==> src/rtl/complex_op_stim_gen.sv <==
// complex_op_stim_gen
//   Traffic generator and result checker for the complex-number multiplier.
//   Issues txn_num operand transactions per run over a valid/ready handshake,
//   then accepts each result with a programmable delay on res_ready. Counts
//   completed result handshakes and, optionally, mismatching results.
//
//   Optional feature macro: COMPLEX_STIM_CHECK_EN
//     defined   : expected-value registers, comparator, err_cnt and err present
//     undefined : checker omitted, err_cnt/err tied to 0, res_re/res_im unused
//
// Ports
//   clk                  rising-edge clock
//   sw_rst               synchronous reset, active high
//   start                one-cycle run start, honoured in IDLE and DONE
//   mode                 0 sweep, 1 random, 2 corner, 3 alternate
//   txn_num              transactions per run, sampled on start
//   op_ready             multiplier accepts operands
//   res_val              multiplier result valid
//   res_re, res_im       multiplier result (two's complement)
//   op_val               operands valid
//   op_1_re..op_2_im     operands (unsigned)
//   res_ready            result accepted
//   busy, done           run status
//   txn_cnt              completed result handshakes this run
//   err_cnt, err         saturating mismatch count, sticky mismatch flag
module complex_op_stim_gen #(
    parameter int          DATA_WIDTH    = 8,
    parameter int          RES_WIDTH     = 2*DATA_WIDTH+2,
    parameter int          TXN_CNT_WIDTH = 10,
    parameter int          GAP_CYCLES    = 2,
    parameter int          RDY_DELAY     = 20,
    parameter logic [31:0] LFSR_SEED     = 32'hACE1_2468
) (
    input  logic                     clk,
    input  logic                     sw_rst,
    input  logic                     start,
    input  logic [1:0]               mode,
    input  logic [TXN_CNT_WIDTH-1:0] txn_num,
    input  logic                     op_ready,
    input  logic                     res_val,
    input  logic [RES_WIDTH-1:0]     res_re,
    input  logic [RES_WIDTH-1:0]     res_im,
    output logic                     op_val,
    output logic [DATA_WIDTH-1:0]    op_1_re,
    output logic [DATA_WIDTH-1:0]    op_1_im,
    output logic [DATA_WIDTH-1:0]    op_2_re,
    output logic [DATA_WIDTH-1:0]    op_2_im,
    output logic                     res_ready,
    output logic                     busy,
    output logic                     done,
    output logic [TXN_CNT_WIDTH-1:0] txn_cnt,
    output logic [TXN_CNT_WIDTH-1:0] err_cnt,
    output logic                     err
);
    localparam logic [31:0] LFSR_INIT = (LFSR_SEED == 32'd0) ? 32'd1 : LFSR_SEED;
    localparam logic [7:0]  GAP_LAST  = (GAP_CYCLES > 0) ? 8'(GAP_CYCLES - 1) : 8'd0;
    localparam logic [7:0]  DLY_LAST  = (RDY_DELAY > 0) ? 8'(RDY_DELAY - 1) : 8'd0;

    typedef enum logic [2:0] {
        S_IDLE, S_GAP, S_LOAD, S_DRIVE, S_WAIT_RES, S_ACK, S_DONE
    } state_t;

    // With no idle gap the run goes straight to the operand load.
    localparam state_t S_FIRST = (GAP_CYCLES == 0) ? S_LOAD : S_GAP;

    typedef struct packed {
        logic [DATA_WIDTH-1:0] a;  // op_1_re
        logic [DATA_WIDTH-1:0] b;  // op_1_im
        logic [DATA_WIDTH-1:0] c;  // op_2_re
        logic [DATA_WIDTH-1:0] d;  // op_2_im
    } ops_t;

    state_t                   state, state_n;
    ops_t                     ops, ops_n;
    logic [31:0]              lfsr, lfsr_n, s1, s2, s3, s4, k;
    logic [TXN_CNT_WIDTH-1:0] txn_req, txn_cnt_inc;
    logic [7:0]               gap_cnt, dly_cnt;
    logic                     res_seen, dly_hit, start_acc, use_rand, res_hs;

    function automatic logic [31:0] lfsr_step(input logic [31:0] s);
        return (s >> 1) ^ (s[0] ? 32'h8020_0003 : 32'h0);
    endfunction

    assign op_1_re   = ops.a;
    assign op_1_im   = ops.b;
    assign op_2_re   = ops.c;
    assign op_2_im   = ops.d;
    assign op_val    = (state == S_DRIVE);
    assign res_ready = (state == S_ACK);
    assign done      = (state == S_DONE);
    assign busy      = (state != S_IDLE) && (state != S_DONE);

    assign txn_cnt_inc = txn_cnt + TXN_CNT_WIDTH'(1);
    assign res_hs      = (state == S_ACK) && res_val;
    // Before the first res_val the counter is idle; with zero delay the
    // first sighting itself moves the FSM to ACK.
    assign dly_hit     = res_seen ? (dly_cnt == DLY_LAST) : (res_val && (RDY_DELAY == 0));

    // Operand generation for transaction index k = txn_cnt (one in flight).
    always_comb begin
        k        = 32'(txn_cnt);
        s1       = lfsr_step(lfsr);
        s2       = lfsr_step(s1);
        s3       = lfsr_step(s2);
        s4       = lfsr_step(s3);
        lfsr_n   = s4;
        use_rand = (mode == 2'd1) || ((mode == 2'd3) && !txn_cnt[0]);
        ops_n    = '1;
        if (use_rand) begin
            ops_n.a = s1[DATA_WIDTH-1:0];
            ops_n.b = s2[DATA_WIDTH-1:0];
            ops_n.c = s3[DATA_WIDTH-1:0];
            ops_n.d = s4[DATA_WIDTH-1:0];
        end else if (mode == 2'd0) begin
            ops_n.a = DATA_WIDTH'(k);
            ops_n.b = DATA_WIDTH'(k + 32'd1);
            ops_n.c = DATA_WIDTH'(k + 32'd2);
            ops_n.d = DATA_WIDTH'(k + 32'd3);
        end
    end

    always_comb begin
        state_n   = state;
        start_acc = 1'b0;
        unique case (state)
            S_IDLE, S_DONE: if (start) begin
                start_acc = 1'b1;
                state_n   = (txn_num == '0) ? S_DONE : S_FIRST;
            end
            S_GAP:      if (gap_cnt == GAP_LAST) state_n = S_LOAD;
            S_LOAD:     state_n = S_DRIVE;
            S_DRIVE:    if (op_ready) state_n = S_WAIT_RES;
            S_WAIT_RES: if (dly_hit) state_n = S_ACK;
            S_ACK:      if (res_val) state_n = (txn_cnt_inc == txn_req) ? S_DONE : S_FIRST;
            default:    state_n = S_IDLE;
        endcase
    end

    always_ff @(posedge clk) begin
        if (sw_rst) state <= S_IDLE;
        else        state <= state_n;
    end

    always_ff @(posedge clk) begin
        if (sw_rst) begin
            ops      <= '0;
            lfsr     <= LFSR_INIT;
            txn_cnt  <= '0;
            txn_req  <= '0;
            gap_cnt  <= '0;
            dly_cnt  <= '0;
            res_seen <= 1'b0;
        end else begin
            if (start_acc) begin
                txn_cnt <= '0;
                txn_req <= txn_num;
            end
            if (res_hs) txn_cnt <= txn_cnt_inc;

            gap_cnt <= (state == S_GAP) ? gap_cnt + 8'd1 : 8'd0;

            if (state == S_LOAD) begin
                ops <= ops_n;
                if (use_rand) lfsr <= lfsr_n;
            end

            if (state != S_WAIT_RES) begin
                res_seen <= 1'b0;
                dly_cnt  <= '0;
            end else if (!res_seen) begin
                res_seen <= res_val;
            end else begin
                dly_cnt <= dly_cnt + 8'd1;
            end
        end
    end

`ifdef COMPLEX_STIM_CHECK_EN
    localparam int PW = 2*DATA_WIDTH + 1;

    logic [PW-1:0]        p_ac, p_bd, p_ad, p_bc, re_full;
    logic [RES_WIDTH-1:0] exp_re, exp_im, exp_re_n, exp_im_n;

    // Expected result of the operands about to be loaded. The real part is
    // formed modulo 2^PW, which is exact two's complement for a*c - b*d.
    always_comb begin
        p_ac     = PW'(ops_n.a) * PW'(ops_n.c);
        p_bd     = PW'(ops_n.b) * PW'(ops_n.d);
        p_ad     = PW'(ops_n.a) * PW'(ops_n.d);
        p_bc     = PW'(ops_n.b) * PW'(ops_n.c);
        re_full  = p_ac - p_bd;
        exp_re_n = RES_WIDTH'($signed(re_full));
        exp_im_n = RES_WIDTH'(p_ad + p_bc);
    end

    always_ff @(posedge clk) begin
        if (sw_rst) begin
            exp_re  <= '0;
            exp_im  <= '0;
            err_cnt <= '0;
            err     <= 1'b0;
        end else begin
            if (state == S_LOAD) begin
                exp_re <= exp_re_n;
                exp_im <= exp_im_n;
            end
            if (start_acc) begin
                err_cnt <= '0;
                err     <= 1'b0;
            end else if (res_hs && ((res_re != exp_re) || (res_im != exp_im))) begin
                err <= 1'b1;
                if (err_cnt != '1) err_cnt <= err_cnt + TXN_CNT_WIDTH'(1);
            end
        end
    end
`else
    logic unused_res;
    assign unused_res = ^{res_re, res_im};
    assign err_cnt    = '0;
    assign err        = 1'b0;
`endif

endmodule

==> config.mk <==
export PLATFORM = sky130hd
export DESIGN_NAME = complex_op_stim_gen
export DESIGN_NICKNAME = d
export VERILOG_FILES = /design/src/rtl/complex_op_stim_gen.sv
export SDC_FILE = /design/constraint.sdc
export NUM_CORES = 1
export LEC_CHECK = 0
export CORE_AREA = 2 2 117 96
export DETAILED_ROUTE_END_ITERATION = 16
export DIE_AREA = 0 0 119 98
export MAX_ROUTING_LAYER = met4
export PLACE_DENSITY = 0.85
export SKIP_CTS_REPAIR_TIMING = 1
export SYNTH_ARGS = -nofsm -noshare
export SYNTH_HDL_FRONTEND = slang
export SYNTH_SLANG_ARGS = --single-unit
export TNS_END_PERCENT = 10
==> constraint.sdc <==
create_clock -name clk -period 4.7 [get_ports clk]
set_input_delay 1.175 -clock clk [delete_from_list [all_inputs] [get_ports clk]]
set_output_delay 1.175 -clock clk [all_outputs]
set_load 0.1 [all_outputs]
==> impl_metrics.tcl <==
set metrics [dict create \
    status "finished clean" \
    hold_violations 0 \
    hold_ws_ns 0.459 \
    synth-main-ff-cell "dfxtp_1" \
    path_cells "clkdlybuf4s50_1" \
    seq_area_frac_synth 0.404 \
    detail_route.first_pass.iterations 5 \
    overflow 0 \
    via_per_inst 5.66 \
    synth_seq_cells 104 \
    critPathRequiredTime_ns 3.52 \
    drv_slew 0 \
    slowest_delay_ns 1.29 \
    critPathTopFamily "buffers and inverters" \
    avgRoutedWirePerCell_um 15.3 \
    rsz0062_at_grt "no" \
    cpMaxStageDelayCell "clkdlybuf4s50_1" \
    synth_edf_count 0 \
    p_per_area_mw_per_mm2 522 \
    routabilityCongestion 0.895 \
    vias 4623 \
    syn_area_per_cell_um2 8.04 \
    grtUsageTotal 0.223 \
    slew_headroom 0.327 \
    fin_crit_sh 0.766 \
    cts_made_buffers 9 \
    setup-tns-final_ns 0 \
    rows 34 \
    synthCells 640 \
    clk_path_buf_depth 2 \
    antenna_found_initial 0 \
    drc_errors 0 \
    top_layer_used "met4" \
    async_reset_ff_frac 0 \
    synthesis.area_mm2 0.00515 \
    grt_pass1_vias 4217 \
    placed_cells 801 \
    detail_route.iter0.violations 461 \
    hold_path_class "register to register" \
    drive_gt1_frac 0.0490 \
    cp-start-kind "register" \
    yosys-top-cells-area "dfxtp_1, nor2_1, a21oi_1, nand2_1, xor2_1" \
    core_mm2 0.0106 \
    numClockSinks 104 \
    stdcell_count 817 \
    worstSetupPathType "register to output pin" \
    ir_worst_vdd_mv 0.258 \
    clk_pin_slew_ns 0.07 \
    crit_buf_inv 1 \
    finalWirelength_mm 12.5 \
    period_minus_slack_ns 3.60 \
    cap_violations 0 \
    cts_root_buf "clkbuf_16" \
    cts_tree "yes" \
    nets 728 \
    start_util 0.486 \
    grt_start_max_net_pins 73 \
    pin_count 110 \
    syn_to_final_growth_pct 16.8 \
    post-route-worst-setup-slack_ns 1.10 \
    synth.top_cell.area_share 0.404 \
    antennaDiodeCount 0 \
    p_leak_nw 2.21 \
    crit_path_end_kind "output pin" \
    drt-met1-wl_mm 5.61 \
    grt_pass1_wl_mm 20.5 \
    insertion_delay_ns 0.35 \
    port_buffers 62 \
    htree_levels 3 \
    hpwl_mm 8.82 \
    worstPathMaxFanout 19 \
    skew_ns 0.00620 \
    max_freq_ghz 0.278 \
    wl_met3_um 894 \
    die_w_um 119 \
    dp_slack_ns 1.33 \
    setup-violations-final 0 \
    post-route-util 0.568 \
    yosys.area.top_type "dfxtp_1" \
    dr_wl_met2_mm 5.67 \
    synth_warnings 0 \
    die_height_um 98 \
    die_area_mm2 0.0117 \
    postRouteAntennaNets 0 \
    synth_cell_types 55 \
    cp.arrival_ns 2.43 \
    worst_slew_pin_slew_ns 1.01 \
]
[cells in the mapped netlist, types with 2 or more instances]
master,count
a211o_1,4
a211oi_1,21
a21oi_1,63
a221oi_1,3
a311oi_1,2
a31oi_1,2
and2_1,4
and3_1,8
and4_1,3
buf_4,12
buf_6,3
clkbuf_1,44
dfxtp_1,104
ha_1,7
inv_1,6
mux2i_1,12
nand2_1,80
nand2b_1,2
nand3_1,13
nand3b_1,14
nand4_1,8
nor2_1,96
nor2b_1,5
nor3_1,16
nor3b_1,3
o211ai_1,2
o21a_1,3
o21ai_0,11
o221ai_1,10
o22ai_1,2
or2_2,2
or3_1,4
or4_1,2
xnor2_1,18
xor2_1,31
[stage by stage]
stage	power (W)	area (um2)
global route	0.00328	6010
global placement	0.00239	5720
CTS	0.00314	6010
floorplan	0.00215	5190
finish	0.00314	6010
detailed placement	0.00242	5720
[layer usage]
metal  vias up  GRT usage
met5         -          -
met4         0     0.0870
met3        26     0.0561
met2       192      0.328
met1      2170      0.296
li1       2235          -
[cell usage in the layout, fill, tap and decap left out, types with 3 or more instances in the layout]
cell type and instances:
dfxtp_1 104, nor2_1 96, nand2_1 80, a21oi_1 63
clkdlybuf4s50_1 59, xor2_1 31, a211oi_1 21, xnor2_1 18
nor3_1 16, nand3b_1 14, nand3_1 13, mux2i_1 12
o21ai_0 11, conb_1 11, o221ai_1 10, clkbuf_16 9
and3_1 8, nand4_1 8, buf_4 8, ha_1 7
inv_1 6, nor2b_1 5, and2_1 4, or3_1 4
a211o_1 4, and4_1 3, nor3b_1 3, o21a_1 3
a221oi_1 3, inv_8 3
[registers in the layout, summed over array words and instances, names as in the netlist, 8 cells and up]
name     count
txn_cnt     10
op_1_re      8
op_2_im      8
dly_cnt      8
op_2_re      8
txn_req     10
op_1_im      8
lfsr        32
gap_cnt      8
[worst paths after layout]
kind,start,to,slack (ns),cells after the start
max,txn_cnt[4]$_SDFFE_PP0P_,txn_cnt[4],1.10,1
max reg2reg,txn_cnt[2]$_SDFFE_PP0P_,state[0]$_SDFFE_PP0P_,1.52,7
min reg2reg,lfsr[13]$_SDFFE_PP1P_,lfsr[9]$_SDFFE_PP0P_,0.46,2
min,lfsr[13]$_SDFFE_PP1P_,lfsr[9]$_SDFFE_PP0P_,0.46,2
[kinds of logic (layout without fill, tap and decap cells)]
family / after synthesis / after routing / synth area share
xor+xnor: 49 / 49 / 0.0834
flops: 104 / 104 / 0.404
other cells: 1 / 11 / 0.000728
buf+inv: 67 / 90 / 0.0622
simple gates: 268 / 268 / 0.244
mux: 13 / 13 / 0.0277
fa+ha+maj: 7 / 7 / 0.0170
compound gates: 131 / 131 / 0.160
[power by group]
| group | internal [W] | switching [W] | total [W] |
|---|---|---|---|
| clock | 0.000371 | 0.000355 | 0.000726 |
| combinational | 0.000350 | 0.000930 | 0.00128 |
| sequential | 0.00101 | 0.000123 | 0.00113 |
[layout make-up]
cell class | count | area, um2
Sequential cell | 104 | 2080
Multi-Input combinational cell | 479 | 2780
Inverter | 6 | 22.5
Timing Repair Buffer | 68 | 656
Tap cell | 144 | 180
Clock buffer | 9 | 225
Fill cell | 913 | 4580
Clock inverter | 7 | 63.8
No activity file was read; power rests on OpenSTA's default activity.
